### config.mk
export PLATFORM = sky130hd
export DESIGN_NAME = color_descrambler
export DESIGN_NICKNAME = d
export VERILOG_FILES = /design/src/rtl/color_pkg.sv /design/src/rtl/descramble_map_decode.sv /design/src/rtl/color_descrambler.sv
export SDC_FILE = /design/constraint.sdc
export NUM_CORES = 1
export LEC_CHECK = 0
export BUFFER_PORTS_ARGS = -buffer_cell sky130_fd_sc_hd__buf_4
export CAP_MARGIN = 20
export CORE_UTILIZATION = 30
export DETAILED_ROUTE_END_ITERATION = 16
export HOLD_SLACK_MARGIN = 0.06
export SETUP_SLACK_MARGIN = 0.15
export SYNTH_ARGS = -nofsm -noshare
export SYNTH_HDL_FRONTEND = slang
export SYNTH_SLANG_ARGS = --single-unit
### constraint.sdc
create_clock -name clk -period 2.05 [get_ports clk]
set_input_delay 0.1025 -clock clk [delete_from_list [all_inputs] [get_ports clk]]
set_output_delay 0.1025 -clock clk [all_outputs]
set_load 0.005 [all_outputs]
### src/rtl/color_pkg.sv
// ============================================================================
// Module  : color_pkg
// Brief   : Shared types and constants for the colour descrambler datapath.
// Revision: 1.0 - initial release
// ============================================================================
`default_nettype none

package color_pkg;

    typedef logic [23:0] pixel_t;
    typedef logic [7:0]  chan_t;
    typedef logic [1:0]  src_idx_t;

    localparam logic [3:0]  SEL_R        = 4'd0;
    localparam logic [3:0]  SEL_G        = 4'd1;
    localparam logic [3:0]  SEL_B        = 4'd2;
    localparam logic [3:0]  SEL_ZERO     = 4'd3;
    localparam src_idx_t    SRC_LOST     = 2'd3;
    localparam logic [11:0] IDENTITY_MAP = 12'h012;

    // Select one 8-bit slot of a {R,G,B} pixel; a lost index reads as zero.
    function automatic chan_t pick_chan(input pixel_t pix, input src_idx_t idx);
        chan_t c;
        case (idx)
            2'd0:    c = pix[23:16];
            2'd1:    c = pix[15:8];
            2'd2:    c = pix[7:0];
            default: c = 8'h00;
        endcase
        return c;
    endfunction

endpackage

`default_nettype wire

### src/rtl/descramble_map_decode.sv
// ============================================================================
// Module  : descramble_map_decode
// Brief   : Turns three scrambler select codes into per-channel source slots.
// Revision: 1.0 - initial release
// ============================================================================
`default_nettype none

module descramble_map_decode
    import color_pkg::*;
(
    input  logic [3:0] i_sel_r,
    input  logic [3:0] i_sel_g,
    input  logic [3:0] i_sel_b,
    output src_idx_t   o_src_r,
    output src_idx_t   o_src_g,
    output src_idx_t   o_src_b
);

    // Lowest slot (R, then G, then B) carrying original channel `code`.
    function automatic src_idx_t find_slot(input logic [3:0] code,
                                           input logic [3:0] r,
                                           input logic [3:0] g,
                                           input logic [3:0] b);
        src_idx_t s;
        if (r == code)      s = 2'd0;
        else if (g == code) s = 2'd1;
        else if (b == code) s = 2'd2;
        else                s = SRC_LOST;
        return s;
    endfunction

    assign o_src_r = find_slot(SEL_R, i_sel_r, i_sel_g, i_sel_b);
    assign o_src_g = find_slot(SEL_G, i_sel_r, i_sel_g, i_sel_b);
    assign o_src_b = find_slot(SEL_B, i_sel_r, i_sel_g, i_sel_b);

endmodule

`default_nettype wire

### src/rtl/color_descrambler.sv
// ============================================================================
// Module  : color_descrambler
// Brief   : 2-stage streaming inverse of the per-channel colour scrambler.
//           Option macro COLOR_DESCRAMBLER_LOST_COPY_EN fills lost channels.
// Revision: 1.0 - initial release
// ============================================================================
`default_nettype none

module color_descrambler
    import color_pkg::*;
#(
    parameter int CNT_W = 16
) (
    input  logic             clk,
    input  logic             rst_n,
    input  logic [3:0]       swR,
    input  logic [3:0]       swG,
    input  logic [3:0]       swB,
    input  logic             cfg_load,
    input  logic             cnt_clr,
    input  logic [23:0]      s_pixel,
    input  logic             s_sof,
    input  logic             s_valid,
    output logic             s_ready,
    output logic [23:0]      m_pixel,
    output logic             m_sof,
    output logic [2:0]       m_lost,
    output logic             m_valid,
    input  logic             m_ready,
    output logic [11:0]      cfg_active,
    output logic [CNT_W-1:0] lost_count
);

    logic [11:0] r_active;
    logic [11:0] r_pending;
    logic        r_pend_flag;

    logic        r_s1_valid;
    pixel_t      r_s1_pixel;
    logic        r_s1_sof;
    src_idx_t    r_s1_src_r, r_s1_src_g, r_s1_src_b;

    logic        w_en;
    logic        w_accept;
    logic        w_apply;
    logic [11:0] w_map;
    src_idx_t    w_src_r, w_src_g, w_src_b;
    chan_t       w_chan_r, w_chan_g, w_chan_b;
    logic [2:0]  w_lost;
    pixel_t      w_out;

    assign w_en     = !m_valid || m_ready;
    assign s_ready  = w_en;
    assign w_accept = s_valid && w_en;
    // A pending map takes effect on the sof beat itself, not the one after.
    assign w_apply  = w_accept && s_sof && r_pend_flag;
    assign w_map    = w_apply ? r_pending : r_active;

    assign cfg_active = r_active;

    descramble_map_decode u_decode (
        .i_sel_r (w_map[11:8]),
        .i_sel_g (w_map[7:4]),
        .i_sel_b (w_map[3:0]),
        .o_src_r (w_src_r),
        .o_src_g (w_src_g),
        .o_src_b (w_src_b)
    );

    always_ff @(posedge clk or negedge rst_n) begin
        if (!rst_n) begin
            r_active    <= IDENTITY_MAP;
            r_pending   <= IDENTITY_MAP;
            r_pend_flag <= 1'b0;
        end else begin
            if (w_apply) begin
                r_active <= r_pending;
            end
            if (cfg_load) begin
                r_pending   <= {swR, swG, swB};
                r_pend_flag <= 1'b1;
            end else if (w_apply) begin
                r_pend_flag <= 1'b0;
            end
        end
    end

    always_ff @(posedge clk or negedge rst_n) begin
        if (!rst_n) begin
            r_s1_valid <= 1'b0;
            r_s1_pixel <= '0;
            r_s1_sof   <= 1'b0;
            r_s1_src_r <= 2'd0;
            r_s1_src_g <= 2'd1;
            r_s1_src_b <= 2'd2;
        end else if (w_en) begin
            r_s1_valid <= s_valid;
            if (s_valid) begin
                r_s1_pixel <= s_pixel;
                r_s1_sof   <= s_sof;
                r_s1_src_r <= w_src_r;
                r_s1_src_g <= w_src_g;
                r_s1_src_b <= w_src_b;
            end
        end
    end

    assign w_chan_r = pick_chan(r_s1_pixel, r_s1_src_r);
    assign w_chan_g = pick_chan(r_s1_pixel, r_s1_src_g);
    assign w_chan_b = pick_chan(r_s1_pixel, r_s1_src_b);
    assign w_lost   = {r_s1_src_r == SRC_LOST, r_s1_src_g == SRC_LOST, r_s1_src_b == SRC_LOST};

`ifdef COLOR_DESCRAMBLER_LOST_COPY_EN
    chan_t w_fill;

    always_comb begin
        w_fill = 8'h00;
        if (!w_lost[2])      w_fill = w_chan_r;
        else if (!w_lost[1]) w_fill = w_chan_g;
        else if (!w_lost[0]) w_fill = w_chan_b;
    end

    assign w_out = {w_lost[2] ? w_fill : w_chan_r,
                    w_lost[1] ? w_fill : w_chan_g,
                    w_lost[0] ? w_fill : w_chan_b};
`else
    assign w_out = {w_chan_r, w_chan_g, w_chan_b};
`endif

    always_ff @(posedge clk or negedge rst_n) begin
        if (!rst_n) begin
            m_valid <= 1'b0;
            m_pixel <= '0;
            m_sof   <= 1'b0;
            m_lost  <= '0;
        end else if (w_en) begin
            m_valid <= r_s1_valid;
            if (r_s1_valid) begin
                m_pixel <= w_out;
                m_sof   <= r_s1_sof;
                m_lost  <= w_lost;
            end
        end
    end

    always_ff @(posedge clk or negedge rst_n) begin
        if (!rst_n) begin
            lost_count <= '0;
        end else if (cnt_clr) begin
            lost_count <= '0;
        end else if (m_valid && m_ready && (|m_lost) && (lost_count != {CNT_W{1'b1}})) begin
            lost_count <= lost_count + CNT_W'(1);
        end
    end

endmodule

`default_nettype wire
==> out/results.txt <==
CTS Sinks: 102
ANT nets after route: 0
TritonCTS buffer count: 9
Layout fillers: 1,525
Post-Syn Area: 4760 um^2
Yosys reg bits: 102
Clk buf depth: 2
Reg power frac: 45.5%
Synth-to-Final Area Change: 36.5%
Remaining DRCs: 0
Slew at the pin closest to its max-slew limit: 720 ps
CTS root buf: clkbuf_16
GRT Total Usage: 15.9%
Initial antenna violation count: 0
Asr flop ratio synth: 100%
Post-Syn Instances: 488
CTS tree: built
Clock Latency Late Sink: 340 ps
DR pass1 iterations: 4
Die W: 128 um
GR Layer Usage met1: 21.3%
Endpoints failing setup: 0
Routed WL: 12,100 um
Clock Pin Slew Worst Setup and Hold Paths: 70 ps
Setup tns final: 0 ps
Post-DP HPWL: 8580 um
Die height: 128 um
Final-report max-slew violation count: 0
Grt ovf: 0
Net Sw Frac: 31.2%
Post-Synth XOR/XNOR Area: 2.58%
Leak pwr: 3.01 nW
Gr busiest metal: met2
Rows: 45
Ant. Diodes: 0
Arrival @ worst endpoint: 2010 ps
Startpoint Class: register
Met3 Use GR: 3.13%
Cell variety after synth: 44
Met2 usage: 25.0%
WL per Instance: 14.4 um
First DRT Iteration DRCs: 217
Seq/Total Area, Yosys: 53.8%
Mux cell area share after synthesis: 11.1%
Final Wtd Congestion: 0.825
Critical Path End Type: register
Worst Hold Class: in2reg
CTS H-tree depth: 3
Adder-Cell Fraction of Synth Area: 0.263%
Synth Area in Compound Gates: 8.68%
Most frequent cells in the layout: nand2_1, buf_4, dfrtp_1, nor2_1, dlygate4sd3_1
Via density: 4.64
Largest family of logic cells by synthesized area: simple AND/OR/NAND/NOR gates
Final worst-path cycle share: 86.6%
Share of cells above drive strength 1: 26.8%
Most used DFF post-synth: dfrtp_1
Kind of critical path: reg2reg
Fmax: 563 MHz
Port buffer count: 100
Combinational group share of total power: 27.6%
Core outline area: 15,300 um^2
Final Hold Fails: 0
Clock Skews: 7.76 ps
Total power: 6.41 mW
Post-layout util: 42.4%
Most common cell after layout, fill and taps aside: nand2_1
Switching power: 2.00 mW
Post-synth EDFFs: 0
Status: complete, no violations
First-pass GRT wire length: 20,200 um
DR vias: 3,904
YS warnings: 0
Synth Net Count: 532
Post-Synth Simple-Gate Area: 20.9%
RSZ-0062 raised after global routing: false
Tmin final: 1780 ps
Internal: 4.41 mW
MaxCap Viol Count: 0
Mapped Avg Cell Area: 9.75 um^2
Largest net degree at the start of global routing: 103
Nets: 669
I/O pin cnt: 101
Die ar.: 16,400 um^2
Initial core utilization: 31.1%
Crit-path max FO: 13
Clk pwr share: 26.9%
Slew margin rel.: 51.9%
Data required, critical path: 2280 ps
Vias in the first global route: 3,916
Worst vdd ir: 0.442 mV
Pwr dens: 987 nW/um^2
## metrics by stage
| stage | hold slack (ps) | setup WS (ps) | instance area, um^2 | instances |
|---|---|---|---|---|
| final | 99.9 | 275 | 6490 | 841 |
| after global routing | 96.1 | 136 | 6490 | 841 |
| after CTS | 29.9 | 120 | 6480 | 840 |
| after detailed placement | 217 | 125 | 5790 | 786 |
| after global placement | 208 | 193 | 5790 | 786 |
| after floorplan | -193 | 338 | 4760 | 488 |
## cell type report
class                           instances  area [um^2]  share of cell area, %
Tap cell                              211          264                   4.06
Clock inverter                          5         58.8                  0.905
Sequential cell                       102         2560                   39.4
Clock buffer                           11          243                   3.74
Multi-Input combinational cell        356         2090                   32.1
Inverter                                3         11.3                  0.173
Timing Repair Buffer                  153         1270                   19.6
## path summary, 6_finish.rpt
check | startpoint | end | slack (ps) | depth (start not counted)
hold / removal | cfg_load | r_pend_flag | 100 | 2
setup reg to reg | lost_count[0] | lost_count[2] | 270 | 6
hold reg to reg | r_s1_sof | r_s1_sof | 480 | 2
max in group asynchronous | rst_n | r_s1_pixel[15] | 1270 | 3
min in group asynchronous | rst_n | m_pixel[10] | 350 | 3
setup / recovery | lost_count[0] | lost_count[2] | 270 | 6
## flip-flops by register name (all words and copies together), names as in the netlist
register and count:
cfg_active 12, lost_count 16, m_lost 3, m_pixel 24
m_sof 1, m_valid 1, r_pend_flag 1, r_pending 12
r_s1_pixel 24, r_s1_sof 1, r_s1_src_b 2, r_s1_src_g 2
r_s1_src_r 2, r_s1_valid 1
## power groups by stage
| stage | Sequential [mW] | Combinational (mW) | Clock (mW) |
|---|---|---|---|
| global placement | 2.92 | 1.71 | 0 |
| detailed placement | 2.95 | 1.73 | 0 |
| floorplan | 2.82 | 0.896 | 0 |
| global route | 2.99 | 1.99 | 1.86 |
| finish | 2.92 | 1.77 | 1.72 |
| CTS | 2.92 | 1.79 | 1.78 |
## synthesized netlist by cell type (3+ instances only)
library cell    n  area (um^2)
clkbuf_1       16         60.1
nor2_1         43          161
a21oi_1        27          135
nor4b_1         3         26.3
xor2_1          4         35.0
buf_2           5         25.0
inv_1           3         11.3
dfrtp_1        96         2400
nor2b_1         3         18.8
nand4_1         5         31.3
or3_1           3         18.8
dfstp_2         6          158
nor4_1          5         31.3
xnor2_1        10         87.6
nand2_1       126          473
nand3_1         5         25.0
buf_1           4         15.0
mux2_2         24          270
mux2i_1        26          260
nor3_1          8         40.0
o21ai_0        37          185
## worst max-delay path, stage by stage, from the launching register on
cell and delay (ps):
dfrtp_1 430, ha_1 220, nand4_1 180, and4b_4 500, nor3b_1 90, xnor2_1 170, nor2_1 70
## timing repair
| item | in CTS | in global routing |
|---|---|---|
| setup buffers | 0 | 0 |
| setup endpoints to repair | 1 | 17 |
| gates resized for setup | 1 | 4 |
| hold endpoints to repair | 149 | 8 |
| pin swaps | 0 | 0 |
| hold buffers | 38 | 1 |
## metal layers
| metal | vias to the layer above | share of wire [%] |
|---|---|---|
| met5 | - | 0 |
| met4 | 0 | 1.6 |
| met3 | 16 | 4.0 |
| met2 | 89 | 47 |
| met1 | 1869 | 48 |
| li1 | 1930 | - |
## logic make-up (layout without fill, tap and decap cells)
logic type	count (synthesis)	count (layout)
adders and majority gates	1	1
xor gates and xnor gates	14	14
buffers and inverters	30	172
DFF	102	102
muxes	50	50
and+or+nand+nor	218	218
AOI/OAI and AO/OA	73	73
Power figures use the tool's default switching activity.
